## config.mk

```make
export PLATFORM = sky130hd
export DESIGN_NAME = tbcm_stream_arbiter
export DESIGN_NICKNAME = d
export VERILOG_FILES = /design/src/rtl/tbcm_stream_arbiter.sv
export SDC_FILE = /design/constraint.sdc
export NUM_CORES = 1
export LEC_CHECK = 0
export CELL_PAD_IN_SITES_DETAIL_PLACEMENT = 0
export CELL_PAD_IN_SITES_GLOBAL_PLACEMENT = 2
export CORE_MARGIN = 2
export CORE_UTILIZATION = 10
export CTS_CLUSTER_SIZE = 14
export DETAILED_ROUTE_END_ITERATION = 10
export PLACE_DENSITY_LB_ADDON = 0.1
export RECOVER_POWER = 50
export SLEW_MARGIN = 20
export SYNTH_ARGS = -nofsm -noshare
export SYNTH_HDL_FRONTEND = slang
export SYNTH_SLANG_ARGS = --single-unit
export TNS_END_PERCENT = 1
```

## constraint.sdc

```tcl
create_clock -name clk -period 4.8 [get_ports clk]
set_clock_uncertainty 0.1 [all_clocks]
set_input_delay 0.96 -clock clk [delete_from_list [all_inputs] [get_ports clk]]
set_output_delay 0.96 -clock clk [all_outputs]
set_load 0.02 [all_outputs]
```

## src/rtl/tbcm_stream_arbiter.sv

```systemverilog
// Packet-granular round-robin arbiter merging REQUESTS valid/ready streams into one.
// Optional output register stage: define TBCM_STREAM_ARBITER_OUTPUT_REG_EN.
module tbcm_stream_arbiter #(
  parameter int unsigned         REQUESTS      = 2,
  parameter int unsigned         DATA_WIDTH    = 32,
  parameter logic [REQUESTS-1:0] INITIAL_GRANT = REQUESTS'(1),
  localparam int unsigned        ID_W          = (REQUESTS > 2) ? $clog2(REQUESTS) : 1
) (
  input  logic                           clk,
  input  logic                           rst_n,
  input  logic [REQUESTS-1:0]            i_valid,
  output logic [REQUESTS-1:0]            o_ready,
  input  logic [REQUESTS*DATA_WIDTH-1:0] i_data,
  input  logic [REQUESTS-1:0]            i_last,
  output logic                           o_valid,
  input  logic                           i_ready,
  output logic [DATA_WIDTH-1:0]          o_data,
  output logic                           o_last,
  output logic [ID_W-1:0]                o_id,
  output logic [REQUESTS-1:0]            o_grant
);

  typedef enum logic {IDLE, LOCKED} state_t;

  state_t                state, next_state;
  logic [REQUESTS-1:0]   ptr, next_ptr;
  logic [REQUESTS-1:0]   lock_grant, next_lock;
  logic [REQUESTS-1:0]   win, above, req_hi;
  logic [REQUESTS-1:0]   grant;
  logic [DATA_WIDTH-1:0] data_arr [REQUESTS];
  logic                  sel_valid, sel_last;
  logic [DATA_WIDTH-1:0] sel_data;
  logic [ID_W-1:0]       sel_id;
  logic                  accept, take;

  for (genvar g = 0; g < REQUESTS; g++) begin : g_unpack
    assign data_arr[g] = i_data[g*DATA_WIDTH +: DATA_WIDTH];
  end

  // Round-robin search: lowest requester strictly above the pointer, else lowest overall.
  always_comb begin
    above  = ~(ptr | (ptr - REQUESTS'(1)));
    req_hi = i_valid & above;
    if (|req_hi) win = req_hi & (~req_hi + REQUESTS'(1));
    else         win = i_valid & (~i_valid + REQUESTS'(1));
  end

  always_ff @(posedge clk or negedge rst_n) begin
    if (!rst_n) begin
      state      <= IDLE;
      ptr        <= INITIAL_GRANT;
      lock_grant <= '0;
    end else begin
      state      <= next_state;
      ptr        <= next_ptr;
      lock_grant <= next_lock;
    end
  end

  always_comb begin
    next_state = state;
    next_ptr   = ptr;
    next_lock  = lock_grant;
    case (state)
      IDLE: begin
        if (|win) begin
          next_ptr = win;
          if (!(take && sel_last)) begin
            next_state = LOCKED;
            next_lock  = win;
          end
        end
      end
      LOCKED: begin
        if (take && sel_last) next_state = IDLE;
      end
      default: next_state = IDLE;
    endcase
  end

  // Grant is forced to zero while reset is held so every output reads zero.
  always_comb begin
    if (!rst_n)              grant = '0;
    else if (state == LOCKED) grant = lock_grant;
    else                     grant = win;
  end

  always_comb begin
    sel_data = '0;
    sel_last = 1'b0;
    sel_id   = '0;
    for (int k = 0; k < REQUESTS; k++) begin
      if (grant[k]) begin
        sel_data = sel_data | data_arr[k];
        sel_last = sel_last | i_last[k];
        sel_id   = sel_id | ID_W'(k);
      end
    end
    sel_valid = |(i_valid & grant);
  end

`ifdef TBCM_STREAM_ARBITER_OUTPUT_REG_EN
  logic                  vld_p1;
  logic [DATA_WIDTH-1:0] data_p1;
  logic                  last_p1;
  logic [ID_W-1:0]       id_p1;

  assign accept = !vld_p1 || i_ready;

  // Output register stage
  always_ff @(posedge clk or negedge rst_n) begin
    if (!rst_n) begin
      vld_p1  <= 1'b0;
      data_p1 <= '0;
      last_p1 <= 1'b0;
      id_p1   <= '0;
    end else if (accept) begin
      vld_p1  <= sel_valid;
      data_p1 <= sel_data;
      last_p1 <= sel_last;
      id_p1   <= sel_id;
    end
  end

  assign o_valid = vld_p1;
  assign o_data  = data_p1;
  assign o_last  = last_p1;
  assign o_id    = id_p1;
`else
  assign accept  = i_ready;
  assign o_valid = sel_valid;
  assign o_data  = sel_data;
  assign o_last  = sel_last;
  assign o_id    = sel_id;
`endif

  assign take    = sel_valid && accept;
  assign o_ready = grant & {REQUESTS{accept}};
  assign o_grant = grant;

endmodule

```

==> impl_metrics.csv <==
group,metric,value,unit
run,cap_viol_max_count,0,
detailed_routing,finalWirelength,3600,µm
layout,fin_nets,256,
worst_hold_path,hp-class,"flop to flop",
layout,final_cells,264,
worst_setup_path,startpoint_type,"input port",
global_route,grt_pass1_wl,5130,µm
layout,n_antenna_cell,0,
power,ir_worst_vdd,0.0000948,V
clock_network,cts-resized-gates,0,
logic_synthesis,yosysTopAreaCell,"a22o_1",
global_route,grt_pass1_vias,1076,
floorplan,fp.dieW,87.2,µm
worst_setup_path,setup.worst_path.end_class,"output pin",
worst_setup_path,crit_arrival,3.39,ns
logic_synthesis,synth-seq-cells,5,
sta,maxSlewHeadroom,70.6,%
clock_network,path_clk_slew,0.04,ns
sta,fmax,225,MHz
sta,finalCriticalPeriod,4.45,ns
place,io_buffers,109,
clock_network,cts_sinks,5,
place,dp.cells,260,
layout,drive_above_1_share,4.35,%
logic_synthesis,synth-seq-area-share,18.3,%
logic_synthesis,synth_cell_types,21,
layout,fillers,740,
clock_network,cts_hold_buf,0,
detailed_routing,drtPass1Iterations,4,
clock_network,clockRootBuffer,"clkbuf_8",
clock_network,numCtsBuffers,3,
worst_setup_path,path_max_fanout,38,
place,dpl.hpwl,2940,µm
clock_network,cts_buffer_depth,2,
sta,finalHoldViolCount,0,
clock_network,cts_max_level,1,
power,p_leak,0.739,nW
clock_network,cts_tree,"yes",
floorplan,rows,30,
detailed_routing,vias,1091,
logic_synthesis,yosys-top-cells-area,"a22o_1 (43%), dfrtp_1 (14%), a2111oi_4 (8.0%)",
floorplan,core_area,6760,µm²
logic_synthesis,netlist_area,692,µm²
global_route,grt_usage,8.60,%
sta,finalMaxSlewViolations,0,
layout,postLayoutCoreUtil,28.5,%
floorplan,ios,110,
layout,syn2layout_area_growth,178,%
floorplan,start_util,10.2,%
worst_setup_path,crit_path_max_incr_delay,0.63,ns
detailed_routing,vias_per_cell,4.13,
logic_synthesis,syn_nets,148,
worst_setup_path,crit_slowest_cell,"clkdlybuf4s50_1",
floorplan,die_area,7600,µm²
clock_network,post_cts_buffers,0,
logic_synthesis,netlist_instances,77,
global_route,gr-total-overflow,0,
worst_setup_path,worst-path-buf-inv,4,
power,power.density,380,nW/µm²
logic_synthesis,avgSynthCellArea,8.99,µm²
sta,final.period_utilization,92.6,%
sta,tightest_slew,0.441,ns
detailed_routing,drcViolationCount,0,
worst_setup_path,critical_path_cell_count,7,
detailed_routing,avgRoutedWirePerCell,13.6,µm
worst_setup_path,reg2regPathDepth,6,
global_route,grt_max_degree,39,
worst_setup_path,cp_data_required_time,3.74,ns
place,gp_congestion,0.764,
status,status,"finished, final reports clean",
clock_network,clock_latency,0.22,ns
worst_setup_path,cp_cell_sequence,"dlygate4sd3_1 -> clkbuf_1 -> nor2_1 -> a2111oi_4 -> buf_12 -> a22o_1 -> clkdlybuf4s50_1",
global_route,antenna_found_initial,0,
sta,tns,0,ns
sta,setup_violations,0,
power,p_total,0.000732,W
worst_setup_path,critPathTopFamily,"buffers and inverters",
floorplan,die_h,87.2,µm
worst_hold_path,holdPathStages,1,
logic_synthesis,yosysWarnings,0,
detailed_routing,postRouteAntennaNets,0,
sta,rsz0062_at_grt,"false",
worst_setup_path,criticalPathCategory,"input port to output pin",
logic_synthesis,synth_top_area_share,43.0,%
detailed_routing,first_iter_violations,16,
-- final timing paths --
check	from	end	slack, ns
min reg2reg	lock_grant[1]	lock_grant[1]	0.41
min in group asynchronous	rst_n	lock_grant[1]	0.94
max	i_valid[1]	o_last	0.35
max in group asynchronous	rst_n	ptr[0]	3.39
max reg2reg	state	lock_grant[0]	2.50
min	lock_grant[1]	lock_grant[1]	0.41
-- cell usage after synthesis --
library cell   n
a32oi_1        1
buf_4          2
a211oi_1       1
nor3_1         1
nand2_1        1
o21ai_0        1
buf_2          3
inv_1          4
and4bb_1       1
a22o_1        34
nor2b_1        2
o32ai_1        1
nand2b_1       3
and2_1         4
a2111oi_4      2
clkbuf_1       4
dfrtp_1        4
dfstp_2        1
o32a_1         1
a32o_1         2
nor2_1         4
-- cells by family after synthesis --
| family | share of synthesized area (%) |
|---|---|
| and+or+nand+nor | 13.4 |
| buffers and inverters | 8.68 |
| AOI/OAI and AO/OA | 59.7 |
| DFF | 18.3 |
-- flip-flops by register name (all words and copies together), names as in the netlist --
| signal | cells |
|---|---|
| state | 1 |
| ptr | 2 |
| lock_grant | 2 |
-- routing by layer --
layer / global-route usage [%] / vias to the layer above / wire [µm]
li1: - / 529 / -
met1: 9.25 / 486 / 1280
met2: 16.7 / 69 / 1980
met3: 1.04 / 7 / 267
met4: 3.50 / 0 / 67
met5: 0 / - / 0
-- power breakdown --
part | switching [W] | leakage (nW) | internal, W
clock | 0.0000218 | 0.0228 | 0.0000571
sequential | 0.0000132 | 0.0562 | 0.0000611
combinational | 0.000279 | 0.660 | 0.000300
-- final cells by class --
cell class	instances	area [µm²]	share of cell area (%)
clock buffer	4	45.0	2.34
inverter	4	15.0	0.779
multi-input combinational	59	505	26.2
sequential	5	126	6.56
tap	80	100	5.19
timing repair buffer	112	1130	58.9
-- through the flow --
| step | hold WS [ns] | worst slack [ns] | area, µm² |
|---|---|---|---|
| 2_1_floorplan | 0.371 | 1.35 | 692 |
| 3_3_place_gp | 0.397 | 0.510 | 1890 |
| 3_5_place_dp | 0.406 | 0.470 | 1890 |
| 4_1_cts | 0.414 | 0.464 | 1930 |
| 5_1_grt | 0.440 | 0.240 | 1930 |
| 6_report | 0.408 | 0.354 | 1930 |
-- placed cells by master, fill, tap and decap left out --
cell / n
o32ai_1: 1
and2_0: 1
dfstp_2: 1
nand2_1: 1
and2_1: 3
o21ai_0: 1
a32oi_1: 1
and4bb_1: 1
clkdlybuf4s50_1: 94
a2111oi_4: 2
inv_1: 4
dlygate4sd3_1: 15
a22o_1: 34
nand2b_1: 3
nor2b_1: 2
nor2_1: 4
clkbuf_8: 3
clkbuf_1: 2
a32o_1: 2
nor3_1: 1
buf_12: 2
dfrtp_1: 4
o32a_1: 1
a211oi_1: 1
(Power assumes the default switching activity.)
==> RTL change, RTL diff (same settings) <==
Change the parameter `DATA_WIDTH` from 32 to 64.
--- a/src/rtl/tbcm_stream_arbiter.sv
+++ b/src/rtl/tbcm_stream_arbiter.sv
@@ -4,3 +4,3 @@
   parameter int unsigned         REQUESTS      = 2,
-  parameter int unsigned         DATA_WIDTH    = 32,
+  parameter int unsigned         DATA_WIDTH    = 64,
   parameter logic [REQUESTS-1:0] INITIAL_GRANT = REQUESTS'(1),
Interface: changed (resized i_data and o_data); port bits go from 110 to 206. The function was not compared with the original's and may differ.
==> RTL change against the original RTL <==
Setup slack got worse by 0.10 ns. Sequential cell count did not move. Cell area rose by 69%. Synthesized area rose by 49%. Combinational power rose by 74%. Clock power fell by 3.7%. Largest power group unchanged. Total power rose by 59%. Routed wire length rose by 99%.
==> RTL change: results (changes against the original RTL) <==
Run status
  • Status: completed

Detailed routing
  • 1st-pass router iterations: 3 (-1)
  • Vias per Instance: 4.13 (about the same)
  • Routed length per instance: 15.9 um (+17%)
  • Drt initial violations: 67 (+51)

Power and ir drop
  • VDD IR max: 0.000141 V (+49%)
  • LEAKAGE: 0.00126 uW (+71%)

Critical path
  • WP data arrival: 3.49 ns (+0.10 ns)
  • CP max-delay cell: dlygate4sd3_1
  • R2R Setup Slk: 2.36 ns (-0.14 ns)
  • CP peak stage delay: 0.68 ns (+0.05 ns)
  • Crit-path max FO: 69 (+82%)

Min path
  • Hold depth: 1 (unchanged)
  • Sink of the worst hold path: lock_grant[1]
  • Hold_sp: lock_grant[1]

Finish
  • Filler Cells Inserted: 1089 (+47%)
  • Final nets: 449 (+75%)
  • Final Core Density: 31.9% (+3.4 points)
  • Antenna diodes: 0 (unchanged)
  • Ratio of cells with drive above 1 in the final layout: 3.51% (-0.83 points)

Synthesis
  • Dominant synthesized flop cell: dfrtp_1
  • Largest cells by area after synthesis: a22o_1, dfrtp_1, buf_4
  • Synth cell types: 22 (+4.8%)
  • Post-synth net total: 252 (+70%)
  • Compound-Gate Fraction of Synth Area: 67.4% (+7.7 points)
  • Synth warn: 0 (unchanged)
  • Register area share after synthesis: 12.3% (-6.0 points)
  • Async set-reset flop share out of synthesis: 100% (unchanged)
  • Most common library cells after synthesis: a22o_1, buf_4, buf_2
  • Synth Area in XOR/XNOR: 0% (unchanged)

Global route
  • GRT Total Usage: 11.9% (+3.3 points)
  • First-pass GRT wire length: 10400 um (+100%)
  • Vias in the first global route: 1869 (+74%)
  • Pin count of the biggest net entering global routing: 70 (+79%)
  • Antenna violations before repair: 0 (unchanged)

Clocking
  • Post_cts resized: 0 (unchanged)
  • Total CTS buffers: 3 (unchanged)
  • CTS root buf: clkbuf_8

Timing
  • Final worst setup slack: 0.252 ns (-0.102 ns)
  • Rel. slew slack: 70.9% (+0.30 points)

Floorplan
  • Die Area: 11100 um2 (+47%)

Run
  • Max Cap Viol: 0 (unchanged)

Placement
  • Post-DP Area: 3210 um2 (+70%)
  • Port bufs: 205 (+88%)
  • Detailed Place HPWL: 5930 um (+100%)
  • Routability congestion estimate: 0.764 (unchanged)
  • Pre-CTS setup slack: 0.314 ns (-0.156 ns)
## RTL change: cell types whose count changed after synthesis
cell,unedited run,this run
a22o_1,34,65
a22o_2,0,1
buf_2,3,7
buf_4,2,8
clkbuf_1,4,2
## RTL change: through the flow
step / hold WS [ns] / instances / power (uW)
CTS: 0.395 / 449 / 1210
global placement: 0.404 / 445 / 1140
floorplan: 0.371 / 117 / 622
detailed placement: 0.388 / 445 / 1130
finish: 0.395 / 449 / 1160
global route: 0.424 / 449 / 1230
## RTL change: cell type report
cell class | count | area share, %
timing repair buffer | 209 | 64.8
multi-input combinational | 91 | 24.2
tap | 136 | 5.23
sequential | 5 | 3.89
clock buffer | 4 | 1.39
inverter | 4 | 0.462
## RTL change: how the worst max path moves through the flow
| stage | from | to | slack (ns) | cells after the start |
|---|---|---|---|---|
| floorplan | i_valid[0] | o_data[10] | 1.45 | 6 |
| global placement | i_valid[1] | o_last | 0.36 | 6 |
| detailed placement | i_valid[1] | o_last | 0.31 | 6 |
| CTS | i_valid[1] | o_last | 0.31 | 6 |
| global route | i_valid[1] | o_data[4] | 0.19 | 6 |
| finish | i_valid[1] | o_data[49] | 0.25 | 6 |
## RTL change: cells by family after synthesis
family,count (synthesis)
AOI/OAI and AO/OA,75
buffers and inverters,21
DFF,5
and+or+nand+nor,16
## RTL change: critical path, delay by kind of cell
family,cells,cell delay [ns]
buffers and inverters,3,1.65
AO/OA/AOI/OAI,2,0.56
AND/OR/NAND/NOR,1,0.27
## RTL change: layer usage
metal,vias up,track usage [%],routed length (um)
li1,882,-,-
met1,836,12.1,2450
met2,136,23.5,3830
met3,2,3.65,818
met4,0,2.35,47
met5,-,0,0
## RTL change: power by group
group	internal (uW)	total [uW]	switching (uW)
sequential	61.1	73.3	12.2
clock	56.9	76.1	19.2
combinational	517	1010	496
